$ cat src/rtl/gb_frame_writer.sv
// gb_frame_writer: turns the PPU pixel stream into RGB555 writes for a
// double-buffered 160x144 framebuffer. The front and back banks swap only
// while scanout is blanked, so scanout never shows a partly written frame.
module gb_frame_writer #(
  parameter logic [14:0] PAL0 = 15'h7FFF,
  parameter logic [14:0] PAL1 = 15'h56B5,
  parameter logic [14:0] PAL2 = 15'h294A,
  parameter logic [14:0] PAL3 = 15'h0000
) (
  input  logic        Clk,
  input  logic        Reset,
  input  logic        lcd_on,
  input  logic        frame_start,
  input  logic        pix_valid,
  input  logic [1:0]  pix_shade,
  input  logic        disp_vblank,
  output logic        fb_we,
  output logic [14:0] fb_waddr,
  output logic [14:0] fb_wdata,
  output logic        fb_wbank,
  output logic        disp_bank,
  output logic        frame_done,
  output logic [1:0]  err_sticky
);

  localparam logic [1:0] ST_IDLE      = 2'd0;
  localparam logic [1:0] ST_WRITE     = 2'd1;
  localparam logic [1:0] ST_SWAP_WAIT = 2'd2;

  localparam logic [7:0] X_LAST = 8'd159;
  localparam logic [7:0] Y_LAST = 8'd143;

  logic [1:0]  state_q, state_d;
  logic [7:0]  x_q, x_d;
  logic [7:0]  y_q, y_d;
  logic [14:0] addr_q, addr_d;
  logic        pending_q, pending_d;
  logic        disp_bank_q, disp_bank_d;
  logic        fb_we_q, fb_we_d;
  logic [14:0] fb_waddr_q, fb_waddr_d;
  logic [14:0] fb_wdata_q, fb_wdata_d;
  logic        fb_wbank_q, fb_wbank_d;
  logic        frame_done_q, frame_done_d;
  logic [1:0]  err_q, err_d;

  logic [14:0] shade_rgb;
  logic [7:0]  x_base, y_base;
  logic [14:0] addr_base;

  // Fixed DMG shade-to-RGB555 palette lookup.
  always_comb begin
    unique case (pix_shade)
      2'd0:    shade_rgb = PAL0;
      2'd1:    shade_rgb = PAL1;
      2'd2:    shade_rgb = PAL2;
      default: shade_rgb = PAL3;
    endcase
  end

  // Next-state logic: raster counters, write generation, swap control, errors.
  always_comb begin
    // NOTE: every signal gets a default before the case so no path leaves
    // it unassigned; otherwise synthesis infers a latch.
    state_d      = state_q;
    x_d          = x_q;
    y_d          = y_q;
    addr_d       = addr_q;
    pending_d    = pending_q;
    disp_bank_d  = disp_bank_q;
    err_d        = err_q;
    fb_we_d      = 1'b0;
    fb_waddr_d   = fb_waddr_q;
    fb_wdata_d   = fb_wdata_q;
    frame_done_d = 1'b0;
    x_base       = x_q;
    y_base       = y_q;
    addr_base    = addr_q;

    if (!lcd_on) begin
      // LCD off abandons the frame; the displayed bank is left alone.
      state_d   = ST_IDLE;
      pending_d = 1'b0;
      if (pix_valid) err_d[1] = 1'b1;
    end else begin
      unique case (state_q)
        ST_IDLE: begin
          if (pix_valid) err_d[1] = 1'b1;
          if (frame_start) begin
            x_d     = '0;
            y_d     = '0;
            addr_d  = '0;
            state_d = ST_WRITE;
          end
        end

        ST_WRITE: begin
          // A restart mid-frame is a short frame: rewind, but keep writing so a
          // pixel arriving alongside the restart lands at address 0.
          if (frame_start) begin
            err_d[0]  = 1'b1;
            x_base    = '0;
            y_base    = '0;
            addr_base = '0;
          end
          x_d    = x_base;
          y_d    = y_base;
          addr_d = addr_base;
          if (pix_valid) begin
            fb_we_d    = 1'b1;
            fb_waddr_d = addr_base;
            fb_wdata_d = shade_rgb;
            if (x_base == X_LAST && y_base == Y_LAST) begin
              // Counters rewind so addr never reaches 23040.
              x_d     = '0;
              y_d     = '0;
              addr_d  = '0;
              state_d = ST_SWAP_WAIT;
            end else begin
              addr_d = addr_base + 15'd1;
              if (x_base == X_LAST) begin
                x_d = '0;
                y_d = y_base + 8'd1;
              end else begin
                x_d = x_base + 8'd1;
              end
            end
          end
        end

        ST_SWAP_WAIT: begin
          if (pix_valid) err_d[1] = 1'b1;
          if (frame_start) begin
            pending_d = 1'b1;
            x_d       = '0;
            y_d       = '0;
            addr_d    = '0;
          end
          if (disp_vblank) begin
            disp_bank_d  = ~disp_bank_q;
            frame_done_d = 1'b1;
            pending_d    = 1'b0;
            state_d      = (pending_q || frame_start) ? ST_WRITE : ST_IDLE;
          end
        end

        default: state_d = ST_IDLE;
      endcase
    end

    // Write bank follows the back bank at the same edge disp_bank changes, so
    // the final pixel (written the cycle before) still lands on the old bank.
    fb_wbank_d = ~disp_bank_d;
  end

  // State and output registers with asynchronous active-high reset.
  always_ff @(posedge Clk or posedge Reset) begin
    if (Reset) begin
      state_q      <= ST_IDLE;
      x_q          <= '0;
      y_q          <= '0;
      addr_q       <= '0;
      pending_q    <= 1'b0;
      disp_bank_q  <= 1'b0;
      fb_we_q      <= 1'b0;
      fb_waddr_q   <= '0;
      fb_wdata_q   <= '0;
      fb_wbank_q   <= 1'b1;
      frame_done_q <= 1'b0;
      err_q        <= '0;
    end else begin
      // NOTE: non-blocking assignments here so every flop samples the values
      // from before this edge, independent of statement order.
      state_q      <= state_d;
      x_q          <= x_d;
      y_q          <= y_d;
      addr_q       <= addr_d;
      pending_q    <= pending_d;
      disp_bank_q  <= disp_bank_d;
      fb_we_q      <= fb_we_d;
      fb_waddr_q   <= fb_waddr_d;
      fb_wdata_q   <= fb_wdata_d;
      fb_wbank_q   <= fb_wbank_d;
      frame_done_q <= frame_done_d;
      err_q        <= err_d;
    end
  end

  assign fb_we      = fb_we_q;
  assign fb_waddr   = fb_waddr_q;
  assign fb_wdata   = fb_wdata_q;
  assign fb_wbank   = fb_wbank_q;
  assign disp_bank  = disp_bank_q;
  assign frame_done = frame_done_q;
  assign err_sticky = err_q;

endmodule

$ cat config.mk
export PLATFORM = sky130hd
export DESIGN_NAME = gb_frame_writer
export DESIGN_NICKNAME = d
export VERILOG_FILES = /design/src/rtl/gb_frame_writer.sv
export SDC_FILE = /design/constraint.sdc
export NUM_CORES = 1
export LEC_CHECK = 0
export CORE_ASPECT_RATIO = 1.25
export CORE_MARGIN = 4
export CORE_UTILIZATION = 40
export CTS_CLUSTER_DIAMETER = 30
export DETAILED_ROUTE_END_ITERATION = 12
export DONT_BUFFER_PORTS = 1
export PLACE_DENSITY = 0.62
export SYNTH_ARGS = -nofsm -noshare
export SYNTH_HDL_FRONTEND = slang
export SYNTH_SLANG_ARGS = --single-unit
$ cat constraint.sdc
create_clock -name Clk -period 2.3 [get_ports Clk]
set_clock_uncertainty 0.1 [all_clocks]
set_input_delay 0.46 -clock Clk [delete_from_list [all_inputs] [get_ports Clk]]
set_output_delay 0.46 -clock Clk [all_outputs]
set_load 0.005 [all_outputs]
# Word-level counts from Yosys, hierarchy flattened
# Cells that the tools add are included.
# word_totals
register_bits	70
input_bits	8
out_inout_bits	36
elab_cells	86
# op_classes
add_sub_neg	3
eq_ne	13
mux	44
n_bitwise	2
reduce_logical	11
# op_table
op	count
8-bit 2-to-1 mux	12
15-bit 2-to-1 mux	5
15-bit case mux with 3 select lines	1
8-bit case mux with 2 select lines	2
15-bit case mux with 2 select lines	1
1-bit 2-to-1 mux	17
8-bit by 1-bit adder with 8-bit output (second input constant)	2
8-bit == test (second input constant)	2
15-bit by 1-bit adder with 15-bit output (second input constant)	1
3-bit != test (second input constant)	4
2-bit 2-to-1 mux	5
2-bit case mux with 3 select lines	1
3-bit AND reduction	2
2-bit by 1-bit == test with 1-bit output (second input constant)	2
2-bit == test (second input constant)	2
2-bit logical NOT	2
2-bit AND reduction	2
4-bit AND reduction	1
3-bit by 1-bit != test with 1-bit output (second input constant)	1
2-bit by 1-bit != test with 1-bit output (second input constant)	1
2-bit != test (second input constant)	1
1-bit NOT	2
2-bit nonzero test	1
2-bit OR reduction	1
2 further kinds	2

# Depth between registers and ports, before layout
# depth
depth_word	9
ltp_mapped	8
depth_no_buf	7

# Worst setup path before layout
# OpenSTA, ideal clock, no wires.
# synth_timing
path_type	input-to-reg
startpoint	input port frame_start
endpoint	register addr_q[10]
setup_ns	0.138
arrival_time_ns	1.671
t_required_ns	2.062
path_slack_ns	0.391
cell_stages	8
n_path_buf	1
path_cell_list	buf_2 > nor2b_1 > ha_1 > nand3_1 > nor2_1 > nand2_1 > o21ai_0 > a31oi_1
# synth_between
elab_chain_len	8
elab_cells_between_ends	16
classes_between	add/sub: 1; eq/ne: 2; mux: 12; reduce/logical: 1
# synth_rtl
item	line_no	source
start, declared	13	input logic frame_start,
parallel branches: the longest is 7 deep, another holds 15-bit by 1-bit adder with 15-bit output	-	
15-bit case mux with 2 select lines (*)	85	unique case (state_q)
end signal, assigned	176	addr_q <= addr_d;
end, declared	36	logic [14:0] addr_q, addr_d;
# Every way passes the cells marked *. The select of a mux whose other input is x is not followed.
# A chain may end at the register's enable or synchronous reset.

# Worst setup path after layout
# layout_timing
startpoint	register state_q[0]
endpoint	register y_q[3]
# layout_between
elab_chain_len	4
elab_cells_between_ends	7
classes_between	eq/ne: 2; mux: 1; reduce/logical: 4
# layout_rtl
item	line_no	source
start, declared	33	logic [1:0] state_q, state_d;
start signal, assigned	173	state_q <= state_d;
2-bit == test or 2-bit logical NOT (tied branches)	85	
2-bit OR reduction (no line)	-	
2-bit nonzero test (no line)	-	
2-bit AND reduction (no line)	-	
end signal, assigned	175	y_q <= y_d;
end, declared	35	logic [7:0] y_q, y_d;
# Parallel ways exist; a longest one is shown, timed or not.

==> impl_metrics.json <==
{
  "dr.first_iter.drc_count": 94,
  "post_synth_most_frequent_cells": "dfrtp_1, nand2_1, o21ai_0, nor2_1",
  "grt_max_degree": 44,
  "std_cell_rows": 34,
  "max_freq_mhz": 497,
  "floorplan.die_area_um2": 8880,
  "cts_tree": "built",
  "dpl.cell_count": 395,
  "post_synth_adder_cell_area": 0.00421,
  "start_util": 0.418,
  "die_width_um": 85.1,
  "avgRoutedWirePerCell_um": 15.1,
  "layout_setup_ws_ns": 0.288,
  "drt_wl_total_um": 6220,
  "antennaDiodeCount": 0,
  "slew-limit-headroom": 0.628,
  "power_density_nw_per_um2": 706,
  "ctsLongestPathBuffers": 2,
  "final_nets": 326,
  "period_share": 0.875,
  "main_combinational_cell_family_by_area_after_synthesis": "simple AND/OR/NAND/NOR gates",
  "post-synth-top-area-fraction": 0.472,
  "synth_top_area_cell": "dfrtp_1",
  "final-max-slew-violation-count": 0,
  "numCtsBuffers": 9,
  "grt_pass1_wl_um": 11000,
  "critical-path-top-delay-family": "simple AND/OR/NAND/NOR gates",
  "gp_congestion": 0.872,
  "synth_mux_area_frac": 0.0114,
  "total_leakage_power_nw": 1.32,
  "cts.reportedPaths.clkPinSlew_ns": 0.07,
  "layout_min_cycle_time_ns": 2.01,
  "firstDrtPassIters": 4,
  "numClockSinks": 57,
  "min-delay-path-class": "in -> reg",
  "setup_repair_after_global_routing_missed_its_margin": "false",
  "cap_viol_max_count": 0,
  "core_um2": 7100,
  "timing.final.hold_violations": 0,
  "timing_worst_setup_path_type": "reg -> reg",
  "groute.usage.overall": 0.153,
  "synth_area_um2": 2970,
  "remaining_global_route_overflow": 0,
  "htreeDepth": 3,
  "placed_cell_area_um2": 2960,
  "placement.io_buffers": 0,
  "run_status": "complete, no violations",
  "initial_antenna_violation_count": 0,
  "post_synth_main_area_contributors": "dfrtp_1, nand2_1, o21ai_0, a31oi_1, nand2b_1",
  "cts.root.buffer_cell": "clkbuf_8",
  "drt_drc_violations_left": 0,
  "synth_area_in_compound_gates": 0.190,
  "io-pin-count": 44,
  "final_cells": 412,
  "vias_per_cell": 5.66,
  "crit_path_end_kind": "flop",
  "final_cell_area_um2": 3190,
  "via_count": 2332,
  "maximum_net_fanout_on_the_critical_path": 10,
  "setup.worst_path.start_class": "flop",
  "cp_slowest_stage_delay_ns": 0.52,
  "synthesis_warning_total": 0,
  "dominantRegCellSynth": "dfrtp_1",
  "tns_ns": 0,
  "max-vdd-ir-drop_mv": 0.299,
  "areaGrowthSynthToFinish_pct": 7.37,
  "synth_simple_gate_area_frac": 0.237,
  "drive_gt1_frac": 0.118,
  "worst_hold_slack_ns": 0.102,
  "mappedNetlistNets": 337,
  "crit_buf_inv": 1,
  "floorplan.die.height_um": 104,
  "yosysMostFrequentCell": "dfrtp_1",
  "worstMarginPinSlew_ns": 0.552,
  "synth_sequential_area_ratio": 0.481,
  "clock_insertion_delay_at_the_later_pin_of_the_skew_report_ns": 0.33,
  "worstPathRequired_ns": 2.41,
  "hpwlAfterDp_um": 4280,
  "setup_viol_count_final": 0,
  "synth.lib_cells_used.distinct": 49,
  "syn-mean-instance-area_um2": 9.06,
  "netlist_instances": 328,
  "place_worst_setup_slack_ns": 0.211,
  "grt_pass1_vias": 2342,
  "crit_path_cell_trace": "nand2_1 -> nor4_4 -> buf_4 -> a41oi_1 -> o21ai_1 -> o31ai_1",
  "synth_enable_flop_cells": 0,
  "critical_path_arrival_ns": 2.12,
  "critical_path.slowest_cell": "dfrtp_1",
  "power.total_mw": 2.25,
  "synth.ff_latch_count": 57,
  "drtAntennaViolNets": 0,
  "final.fill_count": 692,
  "synth_xor_xnor_area_share": 0.00295,
  "final_util": 0.449,
  "async_reset_ff_frac": 1.00
}
[metal layers]
layer | vias up | GRT usage | share of wire
li1 | 1135 | - | -
met1 | 1139 | 0.174 | 0.42
met2 | 47 | 0.264 | 0.52
met3 | 11 | 0.0365 | 0.044
met4 | 0 | 0.0758 | 0.019
met5 | - | 0 | 0
[logic make-up (layout without fill, tap and decap cells)]
group	count (synthesis)	in the layout
multiplexers	3	3
flip-flops	57	57
buffers and inverters	38	32
XOR/XNOR	1	1
AND/OR/NAND/NOR	136	136
AO/OA/AOI/OAI	92	92
adder cells (fa/ha/maj)	1	1
[layout by cell type (no fill, tap or decap), types with 2 or more instances in the layout]
cell type / instances
a21o_1: 2
a21oi_1: 16
a31oi_1: 16
a32o_1: 2
a41oi_1: 6
and2_1: 3
and3_1: 2
buf_4: 6
clkbuf_8: 13
dfrtp_1: 56
inv_1: 6
inv_2: 2
mux2_2: 3
nand2_1: 55
nand2b_1: 16
nand3_1: 13
nand3b_1: 4
nand4_1: 5
nand4b_1: 3
nor2_1: 16
nor2b_1: 3
nor3_1: 4
nor4_1: 3
o21ai_0: 37
o31ai_1: 3
[where the power goes]
| group | switching, mW | total (mW) | internal, mW |
|---|---|---|---|
| clock network | 0.388 | 1.01 | 0.617 |
| registers | 0.0667 | 1.11 | 1.04 |
| logic | 0.0848 | 0.139 | 0.0542 |
[sequential cells by signal (all words and copies together), names as in the netlist]
name,count
frame_done,1
fb_waddr,15
disp_bank,1
fb_wbank,1
addr_q,15
y_q,8
x_q,8
fb_wdata,2
state_q,2
err_sticky,2
pending_q,1
fb_we,1
[worst paths after layout]
kind                       depth (start not counted)             to  slack, ns           from
max                                                6         y_q[3]       0.29     state_q[0]
min                                                1   fb_wdata[12]       0.10   pix_shade[1]
max reg2reg                                        6         y_q[3]       0.29     state_q[0]
min reg2reg                                        1  err_sticky[1]       0.39  err_sticky[1]
max in group asynchronous                          3       fb_wbank       0.97          Reset
min in group asynchronous                          2   fb_waddr[14]       0.50          Reset
[area by class of cell]
class,count,area (um2),area share
clock buffer,14,183,0.0573
clock inverter,2,35.0,0.0110
sequential,57,1430,0.448
timing repair buffer,8,75.1,0.0235
tap,90,113,0.0353
inverter,8,30.0,0.00942
multi-input combinational,233,1330,0.416
[timing repair]
item	4_1_cts	5_1_grt
setup buffers	0	0
hold endpoints to repair	20	0
hold buffers	1	0
gates resized for setup	0	1
endpoints found under the setup margin	0	1
No activity file was read; power rests on OpenSTA's default activity.
